$ cat src/rtl/mem_copy_engine_pkg.sv
`default_nettype none
//============================================================================
// Module  : fec_mem_pkg
// Brief   : Shared types and defaults for the memory copy engine
// Revision: 1.0 - initial release
//============================================================================
package fec_mem_pkg;

    // Default memory geometry for the shared data_mem bus
    localparam int unsigned DEFAULT_ADDR_W = 8;
    localparam int unsigned DEFAULT_DATA_W = 8;

    typedef logic [DEFAULT_ADDR_W-1:0] addr_t;
    typedef logic [DEFAULT_DATA_W-1:0] byte_t;

    // Copy sequencer states: one read/write pair per byte, optional parity write
    typedef enum logic [2:0] {
        IDLE = 3'd0,
        RD   = 3'd1,
        WR   = 3'd2,
        PAR  = 3'd3,
        DONE = 3'd4
    } copy_state_t;

endpackage : fec_mem_pkg
`default_nettype wire

$ cat src/rtl/mem_copy_engine.sv
`default_nettype none
//============================================================================
// Module  : mem_copy_engine
// Brief   : Bus initiator that copies LEN bytes from SRC to DST one byte per
//           read/write pair, keeps a running XOR parity of the copied bytes
//           and optionally appends that parity byte at DST+LEN. Shares the
//           data_mem port with the core through a bus_req/bus_gnt handshake.
// Revision: 1.0 - initial release
//============================================================================
module mem_copy_engine
    import fec_mem_pkg::*;
#(
    parameter int ADDR_W    = int'(DEFAULT_ADDR_W),
    parameter int DATA_W    = int'(DEFAULT_DATA_W),
    parameter int LEN_W     = 8,
    parameter int PARITY_EN = 1
) (
    input  logic              clk,
    input  logic              reset,
    // command interface
    input  logic              start,
    input  logic [ADDR_W-1:0] src_addr,
    input  logic [ADDR_W-1:0] dst_addr,
    input  logic [LEN_W-1:0]  len,
    output logic              busy,
    output logic              done,
    output logic [DATA_W-1:0] parity_out,
    // shared memory port arbitration
    output logic              bus_req,
    input  logic              bus_gnt,
    // data_mem port
    output logic [ADDR_W-1:0] mem_address,
    output logic              mem_read_en,
    output logic              mem_write_en,
    output logic [DATA_W-1:0] mem_wdata,
    input  logic [DATA_W-1:0] mem_rdata
);

    // Sequencer state and latched command
    copy_state_t        state_q;
    logic [ADDR_W-1:0]  src_q;
    logic [ADDR_W-1:0]  dst_q;
    logic [LEN_W-1:0]   len_q;
    logic [LEN_W-1:0]   idx_q;
    logic [DATA_W-1:0]  hold_q;
    logic [DATA_W-1:0]  parity_q;

    // Registered status outputs
    logic               busy_q;
    logic               done_q;
    logic [DATA_W-1:0]  parity_out_q;

    // Index of the byte after the one being written
    logic [LEN_W-1:0]   idx_inc;
    // Where the sequencer goes once the last data byte is written
    copy_state_t        end_state;

    assign idx_inc   = idx_q + LEN_W'(1);
    assign end_state = (PARITY_EN != 0) ? PAR : DONE;

    // Copy sequencer: latches the command, walks idx, captures read data and
    // accumulates parity; every bus state freezes while the grant is low.
    always_ff @(posedge clk) begin
        if (reset) begin
            state_q      <= IDLE;
            src_q        <= '0;
            dst_q        <= '0;
            len_q        <= '0;
            idx_q        <= '0;
            hold_q       <= '0;
            parity_q     <= '0;
            busy_q       <= 1'b0;
            done_q       <= 1'b0;
            parity_out_q <= '0;
        end else begin
            done_q <= 1'b0;
            unique case (state_q)
                IDLE: begin
                    if (start) begin
                        src_q    <= src_addr;
                        dst_q    <= dst_addr;
                        len_q    <= len;
                        idx_q    <= '0;
                        parity_q <= '0;
                        busy_q   <= 1'b1;
                        if (len == '0) begin
                            // Nothing to copy: straight to the parity write
                            // (parity of an empty copy is zero) or to DONE.
                            state_q <= end_state;
                            if (end_state == DONE) begin
                                done_q       <= 1'b1;
                                parity_out_q <= '0;
                            end
                        end else begin
                            state_q <= RD;
                        end
                    end
                end

                RD: begin
                    if (bus_gnt) begin
                        hold_q   <= mem_rdata;
                        parity_q <= parity_q ^ mem_rdata;
                        state_q  <= WR;
                    end
                end

                WR: begin
                    if (bus_gnt) begin
                        idx_q <= idx_inc;
                        if (idx_inc == len_q) begin
                            state_q <= end_state;
                            if (end_state == DONE) begin
                                done_q       <= 1'b1;
                                parity_out_q <= parity_q;
                            end
                        end else begin
                            state_q <= RD;
                        end
                    end
                end

                PAR: begin
                    if (bus_gnt) begin
                        state_q      <= DONE;
                        done_q       <= 1'b1;
                        parity_out_q <= parity_q;
                    end
                end

                DONE: begin
                    // start is not sampled here; the engine only listens in IDLE
                    state_q <= IDLE;
                    busy_q  <= 1'b0;
                end

                default: begin
                    state_q <= IDLE;
                    busy_q  <= 1'b0;
                end
            endcase
        end
    end

    // Bus drive: an access is issued only in RD/WR/PAR while granted, and
    // every bus output returns to zero when no access is issued.
    always_comb begin
        mem_address  = '0;
        mem_read_en  = 1'b0;
        mem_write_en = 1'b0;
        mem_wdata    = '0;
        if (bus_gnt) begin
            unique case (state_q)
                RD: begin
                    mem_read_en = 1'b1;
                    mem_address = src_q + ADDR_W'(idx_q);
                end
                WR: begin
                    mem_write_en = 1'b1;
                    mem_address  = dst_q + ADDR_W'(idx_q);
                    mem_wdata    = hold_q;
                end
                PAR: begin
                    mem_write_en = 1'b1;
                    mem_address  = dst_q + ADDR_W'(len_q);
                    mem_wdata    = parity_q;
                end
                default: begin
                    mem_read_en = 1'b0;
                end
            endcase
        end
    end

    assign busy       = busy_q;
    assign done       = done_q;
    assign parity_out = parity_out_q;
    // The request stays up for the whole job, including stalled cycles
    assign bus_req    = busy_q;

endmodule : mem_copy_engine
`default_nettype wire
$ cat config.mk
export PLATFORM = sky130hd
export DESIGN_NAME = mem_copy_engine
export DESIGN_NICKNAME = d
export VERILOG_FILES = /design/src/rtl/mem_copy_engine_pkg.sv /design/src/rtl/mem_copy_engine.sv
export SDC_FILE = /design/constraint.sdc
export NUM_CORES = 1
export LEC_CHECK = 0
export CAP_MARGIN = 20
export CORE_ASPECT_RATIO = 1.5
export CORE_UTILIZATION = 54
export CTS_BUF_LIST = sky130_fd_sc_hd__clkbuf_4
export DETAILED_ROUTE_END_ITERATION = 10
export GPL_ROUTABILITY_DRIVEN = 0
export GPL_TIMING_DRIVEN = 0
export PLACE_DENSITY = 0.93
export SYNTH_ARGS = -nofsm -noshare
export SYNTH_HDL_FRONTEND = slang
export SYNTH_SLANG_ARGS = --single-unit
$ cat constraint.sdc
create_clock -name clk -period 3.35 [get_ports clk]
set_input_delay 0.5025 -clock clk [delete_from_list [all_inputs] [get_ports clk]]
set_output_delay 0.5025 -clock clk [all_outputs]
set_load 0.01 [all_outputs]
==> Word level (Yosys, flattened, before mapping) <==
Index checks and enable logic that the tools add are counted.
{ "word_totals": {"register_bits": 61, "inputBits": 36, "output_inout_bits": 29, "word_cells": 62} }
{ "classes": {"add_sub_neg": 4, "eq_ne": 8, "mux": 23, "bitwise_logic": 3, "n_reduce_logical": 14} }
{ "ops": {"columns": ["operator", "n"], "rows": [
  ["case mux 8 bit (2 select lines)", 3],
  ["2-to-1 mux 8 bit", 5],
  ["adder 8 bit", 3],
  ["case mux 8 bit (3 select lines)", 1],
  ["2-to-1 mux 3 bit", 4],
  ["case mux 3 bit (4 select lines)", 1],
  ["adder 8 x 1 -> 8 bit, second input constant", 1],
  ["equality test 8 bit", 1],
  ["zero test 8 bit", 1],
  ["!= test 2 bit, second input constant", 4],
  ["AND reduction 2 bit", 4],
  ["bitwise XOR 8 bit", 1],
  ["equality test 3 x 2 -> 1 bit, second input constant", 2],
  ["2-to-1 mux 1 bit", 6],
  ["AND reduction 3 bit", 2],
  ["2-to-1 mux 2 bit", 2],
  ["AND reduction 4 bit", 1],
  ["nonzero test 2 bit", 2],
  ["OR reduction 2 bit", 2],
  ["equality test 3 x 1 -> 1 bit, second input constant", 1],
  ["zero test 3 bit", 1],
  ["OR reduction 3 bit", 1],
  ["inverter 1 bit", 2],
  ["case mux 1 bit (2 select lines)", 1]
]} }

==> Longest topological paths before layout <==
{ "logic_depth": {"word_depth": 5, "mapped_depth": 13, "mapped_depth_nobuf": 12} }

==> Worst setup path after synthesis <==
OpenSTA, ideal clock, no wires.
{ "synth_path": {"path_type": "register to output", "from": "register state_q[1]", "to": "output port mem_address[6]", "arrival_ps": 2496, "required_ps": 2847, "slack_ps": 351, "stages_incl_launch_ff": 14, "n_path_buf": 1, "path_cell_list": "dfxtp_1 nor2b_1 buf_2 nand2_1 mux2_2 ha_1 inv_1 fa_1 nor2b_1 o21ai_0 nand2b_1 a21oi_1 mux2i_1 or3_1"} }
{ "synth_between": {"elab_chain_len": 3, "elab_cells_between_ends": 5, "cone_classes": "3 x eq/ne; 2 x mux"} }
{ "synth_lines": {"columns": ["element", "line_no", "rtl"], "rows": [
  ["start, declared", "mem_copy_engine.sv:40", "copy_state_t state_q;"],
  ["start signal, assigned", "mem_copy_engine.sv:89", "state_q <= end_state;"],
  ["start signal, assigned", "mem_copy_engine.sv:112", "state_q <= end_state;"],
  ["equality test 3 x 2 -> 1 bit / equality test 3 x 1 -> 1 bit (equally long branches)", "mem_copy_engine.sv:153", "unique case (state_q)"],
  ["case mux 8 bit (3 select lines) (*)", "mem_copy_engine.sv:153", null],
  ["2-to-1 mux 8 bit (*)", "mem_copy_engine.sv:152", "if (bus_gnt) begin"],
  ["end, declared", "mem_copy_engine.sv:32", "output logic [ADDR_W-1:0] mem_address,"]
]} }
Every way passes the cells marked *; elsewhere a longest branch is shown, timed or not.

==> Final worst setup path <==
{ "layout_path": {"from": "register state_q[1]", "to": "output port mem_address[7]"} }
Same word-level chain as after synthesis.

==> metrics <==
global-route wire length before repair 17,000 um; # fillers 370; FF+latch area 0.00123 mm2; Worst EP arrival 2950 ps; RSZ-0062 raised after global routing yes; Mapped Area 0.00336 mm2; clk buf depth 2; most frequent cells after synthesis 105 x nand2_1, 61 x dfxtp_1, 54 x a21oi_1; kind of critical path reg2out; sequential share of the synthesized area 36.4%; DR vias 3,686; Final period util 103%; share of layout cells above drive strength 1 12.9%; Post-Synth XOR/XNOR Area 6.78%; Layout Cells excl Fill 585; starting density of the core 56.8%; DRC marker count from the first detailed-route iteration 374; Distinct cells, synth 45; count leader, synth nand2_1; worst skew pair latency 440 ps; failing checks negative setup slack; Yosys top cell by area dfxtp_1; pre-CTS WS -295 ps; Clock Sinks 61; Most used DFF post-synth dfxtp_1; Yosys top cell area share 36.4%; maximum vdd drop 0.431 mV; Chip Width 66.4 um; clock slew at reported path FFs 100 ps; synth top area cells dfxtp_1 36%, nand2_1 12%, a21oi_1 8.1%; Max Cap Viol 0; Core Area 0.00591 mm2; syn avg cell area 7.81 um2; Post-route DRC 0; Final Skew 24.4 ps; antenna cells 0; Synth Area in Simple Gates 25.5%; CP max FO 6; hold_ws 277 ps; initial antenna violation count 0; main combinational cell family by area after synthesis simple AND/OR/NAND/NOR gates; Placed Cells 564; IO buf count 62; DP HPWL 7200 um; number of flops mapped to enable cells by yosys 0; Setup crit end kind primary output; Synth Area in Compound Gates 15.7%; H-tree depth 3; DRT antenna net count 0; num rows 34; Seq cells post-synth 61; max incr delay on CP 380 ps; drt pass-1 iters 7; post-synthesis mux area share 3.84%; hold crit path type in2reg; actual slew at the worst max-slew pin 835 ps; relative slew slack 43.8%; largest net degree at the start of global routing 13; Cells after Synth 430; Synth Net Count 483; Period minus WS final 3460 ps; final WL 11,400 um; Slew Viols, Final 0; Critical Path RT 2850 ps; Final Hold Vio Count 0; Layout Nets 561; number of global-route vias before repair 3,647; root buffer cell clkbuf_4; GRT Total Usage 35.0%; CP bufs+invs 2; die area 0.00654 mm2; P_leak 1.74 nW; status finished, violations left; Multi-input gate area 0.00209 mm2; Area Overhead vs Synth 30.9%; pwr/cell area 383 mW/mm2; final setup TNS -259 ps; Num CTS Buffers 9; I/O pin cnt 65; Fmax achieved 289 MHz; Synth Area in Adders 6.78%; CTS tree built; CTS Hold Bufs 0; Startpoint Class flip-flop; Post-synth ARST share 0%; critical path's top delay family simple AND/OR/NAND/NOR gates; Final setup viols 3; crit path max-delay cell type mux2_2; vias per cell 6.30; GRT overflow 0; CP Cell Sequence nor2b_1, buf_4, nand2_8, mux2_2, ha_4, nand3_1, o211ai_1, nor4_1, nor3_1, xnor2_1, o22ai_1, buf_2; final setup margin -107 ps; Die H 98.6 um; drt wl/cell 19.4 um; number of synthesis warnings 0
==> placed cells by master (no fill, tap or decap), types with 4 or more instances in the layout <==
cell type	Yosys	routed
a211oi_1	5	5
a21oi_1	54	51
buf_2	2	5
buf_4	3	10
clkbuf_1	16	14
clkbuf_4	1	9
clkdlybuf4s50_1	0	55
dfxtp_1	61	57
dfxtp_2	0	4
ha_1	15	10
ha_4	0	5
inv_1	9	8
mux2_2	7	5
mux2i_1	5	5
nand2_1	105	104
nand2b_1	6	6
nand3_1	12	12
nor2_1	29	28
nor3_1	6	6
nor4_1	4	4
o21ai_0	9	8
o22ai_1	5	4
or3_1	4	4
xnor2_1	12	12
xor2_1	14	14
==> kinds of logic after synthesis <==
logic type	after synthesis
simple gates	189
xor+xnor	26
flops	61
fa+ha+maj	17
compound gates	91
buf+inv	34
mux	12
==> worst paths after layout <==
check / start / endpoint / slack, ps / cells past startpoint
hold / removal: reset / state_q[1] / 280 / 2
setup / recovery: state_q[1] / mem_address[7] / -110 / 12
setup reg to reg: state_q[1] / idx_q[3] / 1080 / 9
hold reg to reg: state_q[2] / state_q[1] / 470 / 1
==> layer usage <==
layer / part of all wire [%] / GRT usage (%) / vias to the layer above / wire length, um
li1: - / - / 1629 / -
met1: 32 / 34.4 / 1692 / 3690
met2: 50 / 60.2 / 272 / 5660
met3: 10 / 10.2 / 93 / 1140
met4: 7.8 / 25.5 / 0 / 890
met5: 0 / 0 / - / 0
==> state kept, by name (all words and copies together), names as in the netlist, 3 cells and up <==
register / cells
src_q: 8
hold_q: 8
dst_q: 8
parity_out: 8
len_q: 8
idx_q: 8
state_q: 3
parity_q: 8
==> power by group <==
group	internal [mW]	leakage, nW	total (mW)	switching, mW
clock network	0.304	0.0825	0.611	0.307
logic	0.124	1.16	0.280	0.157
registers	0.759	0.498	0.791	0.0329
total	1.19	1.74	1.68	0.496
==> final cells by class <==
class                           count  area share (%)
Sequential cell                    61            27.9
Clock buffer                        9            1.54
Inverter                            9           0.769
Buffer                             24            3.19
Timing Repair Buffer               68            14.8
Clock inverter                      7            2.22
Tap cell                           72            2.05
Multi-Input combinational cell    335            47.5
==> metrics by stage <==
step / util [%] / instance area (um2) / total power [mW]
2_1_floorplan: - / 3360 / 0.943
3_3_place_gp: 68.8 / 4070 / 1.04
3_5_place_dp: 68.8 / 4070 / 1.05
4_1_cts: 73.4 / 4340 / 1.66
5_1_grt: 74.3 / 4390 / 1.74
6_report: 74.3 / 4390 / 1.68
==> timing repair <==
action                                  4_1_cts  5_1_grt
pin swaps                                     9       10
buffers inserted                              4        2
gates resized for setup                      34       14
endpoints found under the setup margin       15        9
Note: power is estimated with default switching activity, not from simulation.
